--- src/rtl/vx_dvg_stack.sv ---
// vx_dvg_stack: per-warp IPDOM divergence stack with a registered valid/ready response.
// Define VX_DVG_STACK_PERF_EN to add the divergent-split and peak-sp counters.
module vx_dvg_stack #(
  parameter int NUM_WARPS   = 4,
  parameter int NUM_THREADS = 4,
  parameter int DEPTH       = 8,
  parameter int PC_WIDTH    = 32,
  localparam int SPW = $clog2(DEPTH + 1),
  localparam int WW  = $clog2(NUM_WARPS)
) (
  input  logic                   clk_i,
  input  logic                   reset_i,
  input  logic                   req_valid_i,
  output logic                   req_ready_o,
  input  logic [WW-1:0]          req_wid_i,
  input  logic [1:0]             req_op_i,
  input  logic [NUM_THREADS-1:0] req_tmask_i,
  input  logic [NUM_THREADS-1:0] req_then_tmask_i,
  input  logic [NUM_THREADS-1:0] req_else_tmask_i,
  input  logic [PC_WIDTH-1:0]    req_next_pc_i,
  input  logic [SPW-1:0]         req_join_sp_i,
  input  logic [WW-1:0]          peek_wid_i,
  output logic [SPW-1:0]         peek_sp_o,
  output logic                   rsp_valid_o,
  input  logic                   rsp_ready_i,
  output logic [WW-1:0]          rsp_wid_o,
  output logic [NUM_THREADS-1:0] rsp_tmask_o,
  output logic                   rsp_jump_o,
  output logic [PC_WIDTH-1:0]    rsp_pc_o,
  output logic [SPW-1:0]         rsp_sp_o,
  output logic                   err_ovf_o,
  output logic                   err_unf_o
`ifdef VX_DVG_STACK_PERF_EN
  ,
  output logic [31:0]            perf_dvg_splits_o,
  output logic [SPW-1:0]         perf_max_sp_o
`endif
);
  localparam int EW = NUM_THREADS + PC_WIDTH + 1;
  localparam int AW = $clog2(NUM_WARPS * DEPTH);
  localparam logic [1:0] OP_SPLIT = 2'd0, OP_JOIN = 2'd1, OP_CLEAR = 2'd2;

  logic [SPW-1:0]         sp_q [NUM_WARPS];
  logic [SPW-1:0]         sp_d [NUM_WARPS];
  logic [EW-1:0]          ent_q [NUM_WARPS*DEPTH];
  logic                   rsp_valid_q, rsp_jump_q, err_ovf_q, err_unf_q;
  logic [WW-1:0]          rsp_wid_q;
  logic [NUM_THREADS-1:0] rsp_tmask_q, tmask_d;
  logic [PC_WIDTH-1:0]    rsp_pc_q, pc_d;
  logic [SPW-1:0]         rsp_sp_q, sp_cur;
  logic                   acc, div, fits, is_split, is_join, push, pop, ovf, unf, jump_d;
  logic [AW-1:0]          wa, ra;
  logic [EW-1:0]          top;

  assign req_ready_o = !rsp_valid_q || rsp_ready_i;
  assign acc         = req_valid_i && req_ready_o;
  assign sp_cur      = sp_q[req_wid_i];
  assign div         = |req_then_tmask_i && |req_else_tmask_i;
  assign fits        = sp_cur <= SPW'(DEPTH - 2);
  assign is_split    = acc && req_op_i == OP_SPLIT;
  assign is_join     = acc && req_op_i == OP_JOIN && req_join_sp_i != sp_cur;
  assign push        = is_split && div && fits;
  assign ovf         = is_split && div && !fits;
  assign pop         = is_join && sp_cur != '0;
  assign unf         = is_join && sp_cur == '0;
  // wa is the first free slot of this warp's stack; ra is its top entry
  assign wa          = AW'(req_wid_i) * AW'(DEPTH) + AW'(sp_cur);
  assign ra          = wa - AW'(1);
  assign top         = ent_q[ra];
  assign tmask_d     = push ? req_then_tmask_i
                     : pop ? top[EW-1 -: NUM_THREADS]
                     : (is_split && !div) ? (|req_then_tmask_i ? req_then_tmask_i
                                          : |req_else_tmask_i ? req_else_tmask_i : req_tmask_i)
                     : req_tmask_i;
  assign jump_d      = pop && top[0];
  assign pc_d        = pop ? top[PC_WIDTH:1] : '0;

  always_comb begin
    sp_d            = sp_q;
    sp_d[req_wid_i] = push ? sp_cur + SPW'(2)
                    : pop ? sp_cur - SPW'(1)
                    : (acc && req_op_i == OP_CLEAR) ? '0 : sp_cur;
  end

  always_ff @(posedge clk_i or posedge reset_i) begin
    if (reset_i) begin
      sp_q        <= '{default: '0};
      rsp_valid_q <= 1'b0;
      rsp_wid_q   <= '0;
      rsp_tmask_q <= '0;
      rsp_jump_q  <= 1'b0;
      rsp_pc_q    <= '0;
      rsp_sp_q    <= '0;
      err_ovf_q   <= 1'b0;
      err_unf_q   <= 1'b0;
    end else begin
      sp_q      <= sp_d;
      err_ovf_q <= err_ovf_q | ovf;
      err_unf_q <= err_unf_q | unf;
      if (acc) begin
        rsp_valid_q <= 1'b1;
        rsp_wid_q   <= req_wid_i;
        rsp_tmask_q <= tmask_d;
        rsp_jump_q  <= jump_d;
        rsp_pc_q    <= pc_d;
        rsp_sp_q    <= sp_cur;
      end else if (rsp_ready_i) begin
        rsp_valid_q <= 1'b0;
      end
    end
  end

  // Entry storage is deliberately not reset; sp alone defines validity
  always_ff @(posedge clk_i) begin
    if (push) begin
      ent_q[wa]          <= {req_tmask_i, {PC_WIDTH{1'b0}}, 1'b0};
      ent_q[wa + AW'(1)] <= {req_else_tmask_i, req_next_pc_i, 1'b1};
    end
  end

  assign peek_sp_o   = sp_q[peek_wid_i];
  assign rsp_valid_o = rsp_valid_q;
  assign rsp_wid_o   = rsp_wid_q;
  assign rsp_tmask_o = rsp_tmask_q;
  assign rsp_jump_o  = rsp_jump_q;
  assign rsp_pc_o    = rsp_pc_q;
  assign rsp_sp_o    = rsp_sp_q;
  assign err_ovf_o   = err_ovf_q;
  assign err_unf_o   = err_unf_q;

`ifdef VX_DVG_STACK_PERF_EN
  logic [31:0]    perf_splits_q;
  logic [SPW-1:0] perf_max_q;
  always_ff @(posedge clk_i or posedge reset_i) begin
    if (reset_i) begin
      perf_splits_q <= '0;
      perf_max_q    <= '0;
    end else begin
      if (push && perf_splits_q != '1) perf_splits_q <= perf_splits_q + 32'd1;
      if (push && sp_d[req_wid_i] > perf_max_q) perf_max_q <= sp_d[req_wid_i];
    end
  end
  assign perf_dvg_splits_o = perf_splits_q;
  assign perf_max_sp_o     = perf_max_q;
`endif
endmodule

--- config.mk ---
export PLATFORM = sky130hd
export DESIGN_NAME = vx_dvg_stack
export DESIGN_NICKNAME = d
export VERILOG_FILES = /design/src/rtl/vx_dvg_stack.sv
export SDC_FILE = /design/constraint.sdc
export NUM_CORES = 2
export LEC_CHECK = 0
export ABC_AREA = 0
export CAP_MARGIN = 15
export CORE_MARGIN = 4
export CORE_UTILIZATION = 41
export DETAILED_ROUTE_END_ITERATION = 12
export PLACE_DENSITY = 0.64
export SLEW_MARGIN = 40
export SYNTH_ARGS = -nofsm -noshare
export SYNTH_HDL_FRONTEND = slang
export SYNTH_SLANG_ARGS = --single-unit
export TNS_END_PERCENT = 1
--- constraint.sdc ---
create_clock -name clk_i -period 8.8 [get_ports clk_i]
set_input_delay 1.76 -clock clk_i [delete_from_list [all_inputs] [get_ports clk_i]]
set_output_delay 1.76 -clock clk_i [all_outputs]
set_load 0.05 [all_outputs]
==> results.cfg <==
[logic_synthesis]
yosysTopAreaCellShare = 0.5932
syn_area_per_cell_sq_um = 13.74
ys_ff_latch = 1246
synth_edf_count = 1152
synth_cell_types = 63
synthTopCellsByArea = edfxtp_1 (59%), mux4_2 (10%), and2_1 (8.3%)
synth_ff_type = edfxtp_1
yosysSeqAreaShare = 0.6308
yosysWarnings = 0
syn_area_sq_mm = 0.05832
synth_top_area_cell = edfxtp_1
synth_fp_nets = 4311
synthCells = 4243
async_reset_ff_frac = 0.04976

[clock_network]
clock_latency_ns = 0.77
cts_num_sinks = 1246
path_clk_slew_ns = 0.06
clock_path_buffers = 3
cts_hold_buf = 0
cts_max_level = 4
cts_setup_buffers = 0
cts_tree = yes
cts_made_buffers = 133
cts_resized = 0
root_buffer = clkbuf_16

[route]
drtIter0Drc = 4278
vias = 35970
postRouteAntennaNets = 0
vias_per_cell = 5.829
avgRoutedWirePerCell_um = 27.40
dr.pass1.iters = 5
drc = 0
finalWirelength_mm = 169.1

[worst_hold_path]
hold_path.class = reg2reg

[sta]
timing_hold_violations_final = 0
setup_viol = 0
drv_slew = 0
finalClockSkew_ns = 0.02761
fmax_mhz = 160.1
tightest_slew_ns = 0.9491
tns_ns = 0
rsz0062_at_grt = no
slew_headroom = 0.3653
fin_crit_ns = 6.245
finalCritPeriodShare = 0.7097

[finish]
fin_nets = 4240
syn_to_final_growth_pct = 11.92
fill_cells = 12210
final_cell_mix = edfxtp_1 (1152), and2_1 (768), nand2_1 (600), mux4_2 (270), and3_1 (258)
drive_above_1_share = 0.1652
final_common_cell = edfxtp_1

[floorplan]
io_pins = 109
start_util = 0.4124
die-area_sq_mm = 0.1483
core_area_sq_mm = 0.1414
row_count = 138
die_w_um = 385.1
die_height_um = 385.1

[global_route]
antenna_found_initial = 6
grt-ovfl-total = 0
grtUsageMet1 = 0.3226
met3_usage = 0.04530
grt_pass1_vias = 35330
grt_most_used_layer = met2
grt_max_degree = 107
use_met2 = 0.3501
grt_first_pass_wirelength_mm = 247.7
groute.usage.overall = 0.2275

[critical_path]
cp_slowest_cell = clkdlybuf4s50_1
cpMostUsedCell = buf_4
required_ns = 9.26
crit_family = buffers and inverters
cp_max_fo = 44
cp.buffers_inverters = 6
slowest_delay_ns = 0.73
path_cells = clkdlybuf4s50_1 -> buf_4 -> mux2_4 -> o21ai_4 -> inv_4 -> a31o_1 -> nor3_4 -> buf_4 -> nand2_8 -> nor3_4 -> buf_4 -> nand2b_2 -> buf_4
end_kind = flip-flop
cp.arrival_ns = 6.71
cp-start-kind = primary input
critPathKind = in2reg

[run_status]
outcome = complete, no violations

[run]
maxCapViolCount = 0

[place]
port_buffers = 108
hpwl_mm = 100.8
place.gp.congestion = 0.8821

[power]
power_uw = 17650
power_density_mw_per_mm2 = 270.5
total_leakage_power_uw = 0.02332
vdd.ir_drop.worst_v = 0.0003134
## cells in the mapped netlist, types with 31 or more instances
| library cell | n |
|---|---|
| a21oi_1 | 50 |
| nand3_1 | 129 |
| nand2_1 | 601 |
| o31ai_1 | 128 |
| edfxtp_1 | 1152 |
| clkbuf_1 | 228 |
| buf_2 | 139 |
| o21ai_1 | 31 |
| nand4_1 | 50 |
| and3_1 | 259 |
| and2_1 | 771 |
| dfrtp_1 | 62 |
| mux4_2 | 270 |
| dfxtp_1 | 32 |
## cells by family (layout without fill, tap and decap cells)
| group | count (synthesis) | count (layout) | share of synthesized area |
|---|---|---|---|
| compound gates | 305 | 305 | 0.03581 |
| xor+xnor | 16 | 16 | 0.003176 |
| fa+ha+maj | 10 | 10 | 0.002146 |
| buf+inv | 432 | 469 | 0.03493 |
| flops | 1246 | 1246 | 0.6308 |
| mux | 299 | 299 | 0.1094 |
| other cells | 0 | 1 | 0 |
| simple gates | 1935 | 1935 | 0.1837 |
## layer usage
metal,wire [um],vias to the layer above
li1,-,15440
met5,9,-
met3,16090,294
met1,69180,18390
met2,77650,1839
met4,6174,2
## sequential cells by signal, summed over array words and instances (netlist names), 2 cells and up
signal	flops
ent_q	1184
rsp_pc_o	32
rsp_sp_o	4
rsp_tmask_o	4
rsp_wid_o	2
sp_q	16
## worst reg2reg max path: stages (launching register included)
cell	delay, ns
dfrtp_1	0.40
mux2i_1	0.15
mux2_2	0.43
ha_1	0.35
inv_1	0.12
a31o_1	0.23
nor3_4	0.49
buf_4	0.28
nand2_8	0.26
nor3_4	0.25
buf_4	0.40
nand2b_2	0.69
buf_4	0.37
## path summary, 6_finish.rpt
kind	startpoint	endpoint	slack, ns	depth (start not counted)
min in group asynchronous	reset_i	rsp_valid_o	1.50	3
hold reg to reg	ent_q[1][0]	ent_q[1][0]	0.45	1
setup reg to reg	sp_q[4]	ent_q[4][28]	4.08	12
max in group asynchronous	reset_i	rsp_pc_o[15]	6.76	3
hold / removal	ent_q[1][0]	ent_q[1][0]	0.45	1
setup / recovery	req_wid_i[1]	ent_q[4][28]	2.55	13
## power breakdown
part           switching, uW  internal, uW
clock                   2400          3080
sequential               135          6520
combinational           3630          1890
total                   6160         11500
## final cells by class
type                    instances  area, sq um  share of cell area
flip-flops and latches       1246        36790              0.5636
multi-input cells            2565        19870              0.3044
clock buffers                 173         3633             0.05567
well taps                    1890         2365             0.03623
repair buffers                218         2007             0.03075
clock inverters                70        550.5            0.008435
inverters                       8        53.80           0.0008243
diodes                          1        2.502          0.00003834
## metrics by stage
stage / cell area, sq um / utilization / instances / worst slack, ns / hold WS (ns)
after detailed placement: 61020 / 0.4315 / 5925 / 1.607 / 0.4391
after global routing: 65260 / 0.4615 / 6170 / 2.331 / 0.4729
after global placement: 60750 / 0.4296 / 5918 / 1.604 / 0.4293
final: 65270 / 0.4615 / 6171 / 2.555 / 0.4509
after CTS: 65210 / 0.4611 / 6168 / 2.417 / 0.4523
after floorplan: 58320 / - / 4243 / 1.404 / 0.4206
Note: power is estimated with default switching activity, not from simulation.
